===== src/rtl/display_scanner.sv =====
// Time-multiplexed seven-segment scan controller.
// The controller steps through NDIGITS hex digits. Each digit slot starts with
// BLANK_CYC cycles where every digit is off, followed by the shown period.
// A new value is captured into a pending register and copied into the
// displayed value only at a frame boundary, so one frame never mixes old and
// new digits. Leading zeros can optionally be suppressed.
module display_scanner #(
  parameter int unsigned NDIGITS   = 4,
  parameter int unsigned SCAN_DIV  = 50000,
  parameter int unsigned BLANK_CYC = 16
) (
  input  logic                   clk,
  input  logic                   reset_n,
  input  logic [4*NDIGITS-1:0]   value,
  input  logic                   load,
  input  logic                   lz_en,
  output logic [3:0]             num,
  output logic [NDIGITS-1:0]     digit_en,
  output logic                   frame_done
);

  localparam int unsigned CNT_W = (SCAN_DIV > 1) ? $clog2(SCAN_DIV) : 1;
  localparam int unsigned IDX_W = (NDIGITS > 1) ? $clog2(NDIGITS) : 1;
  localparam int unsigned VAL_W = 4 * NDIGITS;

  typedef enum logic {
    BLANK = 1'b0,
    SHOW  = 1'b1
  } state_t;

  state_t             state, state_nxt;
  logic [CNT_W-1:0]   cnt, cnt_nxt;
  logic [IDX_W-1:0]   idx, idx_nxt;
  logic [VAL_W-1:0]   pending, pending_nxt;
  logic [VAL_W-1:0]   active, active_nxt;
  logic               load_seen, load_seen_nxt;
  logic [3:0]         num_nxt;
  logic [NDIGITS-1:0] digit_en_nxt;
  logic               frame_done_nxt;

  logic               slot_end;
  logic               frame_end;
  logic               zero_above;
  logic [NDIGITS-1:0] upper_zero;
  logic [NDIGITS-1:0] supp;

  // State, counters, value registers and registered outputs.
  always_ff @(posedge clk) begin
    if (!reset_n) begin
      state      <= BLANK;
      cnt        <= '0;
      idx        <= '0;
      pending    <= '0;
      active     <= '0;
      load_seen  <= 1'b0;
      num        <= '0;
      digit_en   <= '0;
      frame_done <= 1'b0;
    end else begin
      state      <= state_nxt;
      cnt        <= cnt_nxt;
      idx        <= idx_nxt;
      pending    <= pending_nxt;
      active     <= active_nxt;
      load_seen  <= load_seen_nxt;
      num        <= num_nxt;
      digit_en   <= digit_en_nxt;
      frame_done <= frame_done_nxt;
    end
  end

  // Next-state, value capture and next output values.
  always_comb begin
    state_nxt      = state;
    cnt_nxt        = cnt + CNT_W'(1);
    idx_nxt        = idx;
    pending_nxt    = pending;
    active_nxt     = active;
    load_seen_nxt  = load_seen;
    num_nxt        = '0;
    digit_en_nxt   = '0;
    frame_done_nxt = 1'b0;
    zero_above     = 1'b1;
    upper_zero     = '0;
    supp           = '0;

    slot_end  = (cnt == CNT_W'(SCAN_DIV - 1));
    frame_end = slot_end && (idx == IDX_W'(NDIGITS - 1));

    // Slot counter and digit index.
    if (slot_end) begin
      cnt_nxt = '0;
      if (idx == IDX_W'(NDIGITS - 1)) begin
        idx_nxt = '0;
      end else begin
        idx_nxt = idx + IDX_W'(1);
      end
    end

    // Blank/show sequencing within a slot.
    unique case (state)
      BLANK: if (cnt == CNT_W'(BLANK_CYC - 1)) state_nxt = SHOW;
      SHOW:  if (slot_end) state_nxt = BLANK;
      default: state_nxt = BLANK;
    endcase

    // Capture into pending; promote to active only at the frame boundary.
    // A load on the boundary cycle itself goes straight to active.
    if (load) begin
      pending_nxt   = value;
      load_seen_nxt = 1'b1;
    end
    if (frame_end) begin
      load_seen_nxt  = 1'b0;
      frame_done_nxt = 1'b1;
      if (load) begin
        active_nxt = value;
      end else if (load_seen) begin
        active_nxt = pending;
      end
    end

    // Digit i is a leading zero when it and every digit above it are zero.
    for (int i = int'(NDIGITS) - 1; i >= 0; i--) begin
      zero_above    = zero_above && (active_nxt[4*i +: 4] == 4'h0);
      upper_zero[i] = zero_above;
      supp[i]       = lz_en && upper_zero[i] && (i > 0);
    end

    // Nibble select and one-hot enable for the upcoming cycle.
    for (int i = 0; i < int'(NDIGITS); i++) begin
      if (idx_nxt == IDX_W'(i)) begin
        num_nxt = active_nxt[4*i +: 4];
        if ((state_nxt == SHOW) && !supp[i]) begin
          digit_en_nxt[i] = 1'b1;
        end
      end
    end
  end

endmodule

===== config.mk =====
export PLATFORM = sky130hd
export DESIGN_NAME = display_scanner
export DESIGN_NICKNAME = d
export VERILOG_FILES = /design/src/rtl/display_scanner.sv
export SDC_FILE = /design/constraint.sdc
export NUM_CORES = 1
export LEC_CHECK = 0
export CAP_MARGIN = 20
export CORE_MARGIN = 2
export CORE_UTILIZATION = 30
export DETAILED_ROUTE_END_ITERATION = 10
export GPL_ROUTABILITY_DRIVEN = 0
export PLACE_DENSITY = 0.57
export SYNTH_ARGS = -nofsm -noshare
export SYNTH_HDL_FRONTEND = slang
export SYNTH_SLANG_ARGS = --single-unit

===== constraint.sdc =====
create_clock -name clk -period 3 [get_ports clk]
set_input_delay 0.75 -clock clk [delete_from_list [all_inputs] [get_ports clk]]
set_output_delay 0.75 -clock clk [all_outputs]
set_load 0.005 [all_outputs]

=== Word-level counts from Yosys, hierarchy flattened ===
Index checks and enable logic that the tools add are counted.

* Add/sub/neg operators: 2
* Multiply operators: 0
* Div/mod/pow operators: 0
* Order comparisons: 0
* Equal/unequal tests: 6
* Shift-type cells: 0
* Mux-type cells: 17
* Bitwise logic cells: 2
* Reduce and logical (&&, ||, !) cells: 22

{| class="wikitable"
|+ Operators with widths
! cell !! number
|-
| $mux 16 || 3
|-
| $add 16x1->16 const B || 1
|-
| $eq 16x16->1 const B || 1
|-
| $eq 16x4->1 const B || 1
|-
| $mux 4 || 4
|-
| $logic_not 4->1 || 3
|-
| $logic_and 1x1->1 || 9
|-
| $reduce_and 2->1 || 4
|-
| $mux 1 || 7
|-
| $eq 2x2->1 const B || 3
|-
| $mux 2 || 2
|-
| $reduce_or 2->1 || 2
|-
| $logic_not 1->1 || 3
|-
| $add 2x1->2 const B || 1
|-
| $eq 2x1->1 const B || 1
|-
| $logic_not 2->1 || 1
|-
| $not 1->1 || 2
|-
| $pmux 1 s2 || 1
|}

* Flip-flop bits (word level): 61
* Latch bits: 0
* RAM bits: 0
* Bits in read-only memories: 0
* Input port bits: 20
* Output and inout port bits: 9
* Memories: 0

=== Longest topological paths before layout ===
* Depth in word-level cells: 10
* Gate-level depth with buffers: 9

=== Least setup slack after synthesis ===
OpenSTA, ideal clock, no wires.

* Path type: reg2reg
* Start point: reg cnt[11]
* End point: reg num[0]
* Arrival: 2.206 ns
* Data required time: 2.881 ns
* Slack: 0.675 ns
* Cell stages (with the launch flop): 8
* Path buffers: 2
* Period minus slack after synthesis: 2.325 ns
* Cell sequence: dfxtp_1 buf_6 or4_4 nor4_4 buf_6 mux2i_1 o21ai_0 o221a_2

* Word-level cells in the longest chain between the ends: 7

{| class="wikitable"
|+ RTL lines
! what !! line !! RTL
|-
| start, declared || 32 || <nowiki>logic [CNT_W-1:0] cnt, cnt_nxt;</nowiki>
|-
| start signal, assigned || 61 || <nowiki>cnt <= cnt_nxt;</nowiki>
|-
| $eq 16x16->1 (*) || 87 || <nowiki>slot_end = (cnt == CNT_W'(SCAN_DIV - 1));</nowiki>
|-
| $mux 2 / $logic_and 1x1->1 (equally long branches) || 91, 88 ||
|-
| $logic_not 2->1 / $mux 16 (equally long branches) || 132, 113 ||
|-
| $mux 4 (3 in a row) || 132 || <nowiki>if (idx_nxt == IDX_W'(i)) begin</nowiki>
|-
| $mux 4 (*) || 132 ||
|-
| end signal, assigned || 66 || <nowiki>num <= num_nxt;</nowiki>
|-
| end, declared || 17 || <nowiki>output logic [3:0] num,</nowiki>
|}

Mark *: on every way between the ends. The rest lies on a longest branch, timed or not.
A chain may end at the register's enable or synchronous reset.

=== Worst setup path after layout ===
* Start point: reg cnt[0]
* End point: reg digit_en[1]

* Word-level cells in the longest chain between the ends: 10

{| class="wikitable"
|+ RTL lines
! what !! line !! RTL
|-
| $eq 16x16->1 || 87 ||
|-
| $logic_and 1x1->1 || 88 || <nowiki>frame_end = slot_end && (idx == IDX_W'(NDIGITS - 1));</nowiki>
|-
| $mux 16 || 113 || <nowiki>if (frame_end) begin</nowiki>
|-
| $logic_not 4->1 || 125 || <nowiki>zero_above = zero_above && (active_nxt[4*i +: 4] == 4'h0);</nowiki>
|-
| $logic_and 1x1->1 (2 in a row) || 125 ||
|-
| $logic_and 1x1->1 || 127 || <nowiki>supp[i] = lz_en && upper_zero[i] && (i > 0);</nowiki>
|-
| $logic_not 1->1 || 134 || <nowiki>if ((state_nxt == SHOW) && !supp[i]) begin</nowiki>
|-
| $logic_and 1x1->1 || 134 ||
|-
| $mux 1 || 134 ||
|-
| end signal, assigned || 67 || <nowiki>digit_en <= digit_en_nxt;</nowiki>
|-
| end, declared || 18 || <nowiki>output logic [NDIGITS-1:0] digit_en,</nowiki>
|}

Parallel ways exist; a longest one is shown, timed or not.

==> results.md <==
- Slew @ Worst Pin: 0.626 ns
- Synth area leader: dfxtp_1
- Die H: slightly above 100 um
- Synth top area share: 43.6%
- Unrepaired setup endpoints after global routing: false
- CP required: 3.23 ns
- Worst Path Buf+Inv: 0
- Clk_skew: 0.0133 ns
- Largest net degree at the start of global routing: 36
- Post-Synthesis Cell Area: 0.00280 mm^2
- Number of diodes: 0
- Slew Limit Headroom: 58.2%
- Main synth FF type: dfxtp_1
- Count leader, synth: nor2_1
- First-pass iteration count of the detailed router: 4
- Crit path top cell by count: and3_1
- Total die area: ~0.010 mm^2
- Post-route cell area: 0.00340 mm^2
- Max-slew violations: 0
- Setup slack after layout: approximately 0.41 ns
- Number of synthesis warnings: 0
- Share of cells above drive strength 1: 11.3%
- Area contributors post-synth: dfxtp_1 (44%), nor2_1 (11%), mux2i_1 (7.1%)
- Synthesized Nets: 340
- Register bit total from synthesis: 61
- CTS tree: done
- Worst-path fanout max: 8
- Finished Core Util: 37.2%
- Die Wd: just over 100 um
- Initial antenna violation count: 0
- CTS buffer count: 9
- Setup violators final: 0
- Number of remaining DRC errors: 0
- Synth Instances: 318
- Crit share post-route: 86.4%
- Standard-cell rows: 35
- Hold Path Class: register to register
- Final Hold Viols: 0
- Crit path DAT: 2.82 ns
- Root buffer cell: clkbuf_8
- Critical path class: register to register
- Slowest CP cell: and2_1
- Core area: 0.00915 mm^2
- Number of gates resized after CTS: 0
- CTS H-tree lvls: 3
- PortBufs: 28
- Final hold slack: about 0.47 ns
- First-pass GRT wire length: 11,500 um
- Fin nets: 371
- Num Clock Sinks: 61
- Num ports: 29
- Final WL: between 6000 and 7000 um
- Post-CTS Setup Inserts: 0
- Hold buffers post-CTS: 0
- Vias in the first global route: 2,261
- Outcome: completed
- Gr usage total: 14.5%
- Setup TNS: 0 ns
- Clock latency at the later pin of the worst-skew pair: about 0.34 ns
- Remaining Overflow, GRT: 0
- Crit end category: register
- Critical path's top delay family: simple AND/OR/NAND/NOR gates
- Setup WS pre-CTS: roughly 0.22 ns
- P&R area growth vs syn: 21.5%
- Starting density of the core: 30.6%
- Syn avg cell area: 8.81 um^2
- Total power: around 1.8 mW
- Final min period: 2.59 ns
- Type of origin of the critical path: register
- DP HPWL: 4820 um
- CP peak stage delay: 0.38 ns
- DRT iter0 DRCs: 98
- Via density: between 5 and 6
- Post-synth top cells: nor2_1 (85), dfxtp_1 (61), mux2i_1 (20)
- Ys async rst share: 0%
- Ordered cell list for the critical path: ha_1 > and3_1 > and3_1 > and2_1 > o221ai_1 > and2b_2 > nand4_1 > o31a_1
- Antenna-violating nets left: 0
- Post-synthesis cell type count: 53
- Sequential fraction of the synthesis area: a little over two fifths
- Fmax achieved: between 0.3 and 0.4 GHz
- Placed cells: 449
- Max_cap viols: 0
- Clock buffer depth: 2
- DR WL/cell: ~15 um
- Clock-pin slew on the worst setup and hold paths: 0.07 ns
- Non-filler instance count after layout: 465
- Pleak: roughly 1.3 nW
- EDFF count, synth: 0
- DP Area: ~0.0032 mm^2
- Via count: 2,332
- P per Cell Area: about 520 mW/mm^2
- Peak VDD IR: around 0.21 mV
- Setup slack, reg-to-reg: about 0.41 ns
cell usage in the layout (no fill, tap or decap), types with 6 or more instances in the layout:
master,count
and3_1,6
clkdlybuf4s50_1,28
mux2i_1,20
clkbuf_8,9
nand3_1,6
o21ai_0,9
xor2_1,7
a32o_1,7
nand2_1,13
nand4_1,7
nor4_1,8
a21oi_1,8
a22o_1,7
buf_4,9
dfxtp_1,61
nor2_1,85
sequential cells by signal, summed over array words and instances, names as in the netlist:
name and count:
state 1, cnt 16, num 4, frame_done 1
idx 2, pending 16, load_seen 1, active 16
digit_en 4
final timing paths:
kind,start,endpoint,cells after the start
worst max-delay path,cnt[0],digit_en[1],8
worst min-delay path,cnt[0],cnt[0],1
worst max register to register,cnt[0],digit_en[1],8
worst min register to register,cnt[0],cnt[0],1
final cells by class:
| class | instances | area [um^2] |
|---|---|---|
| clock inverter | 7 | 100 |
| clock buffer | 9 | 124 |
| sequential | 61 | 1220 |
| multi-input combinational | 234 | 1450 |
| fill | 924 | 5750 |
| tap | 111 | 139 |
| timing repair buffer | 37 | 348 |
| inverter | 6 | 22.5 |
kinds of logic after synthesis:
group	after synthesis	share of synthesized area (%)
flip-flops	61	43.6
AO/OA/AOI/OAI	48	13.4
multiplexers	22	7.95
AND/OR/NAND/NOR	151	26.1
adder cells (fa/ha/maj)	2	0.893
XOR/XNOR	11	3.44
buffers and inverters	23	4.69
metal layers:
layer	wire length, um	up-vias	global-route usage [%]	part of all wire (%)
met5	0	-	0	0
met2	2920	53	21.6	43
li1	-	1202	-	-
met3	296	8	3.26	4.4
met1	3450	1069	20.3	51
met4	89	0	5.69	1.3
power by group:
| part | internal [mW] | switching [mW] | leakage [nW] |
|---|---|---|---|
| Clock | 0.471 | 0.346 | 0.113 |
| Sequential | 0.826 | 0.0106 | 0.495 |
| Combinational | 0.0510 | 0.0555 | 0.711 |
Note: power is estimated with default switching activity, not from simulation.
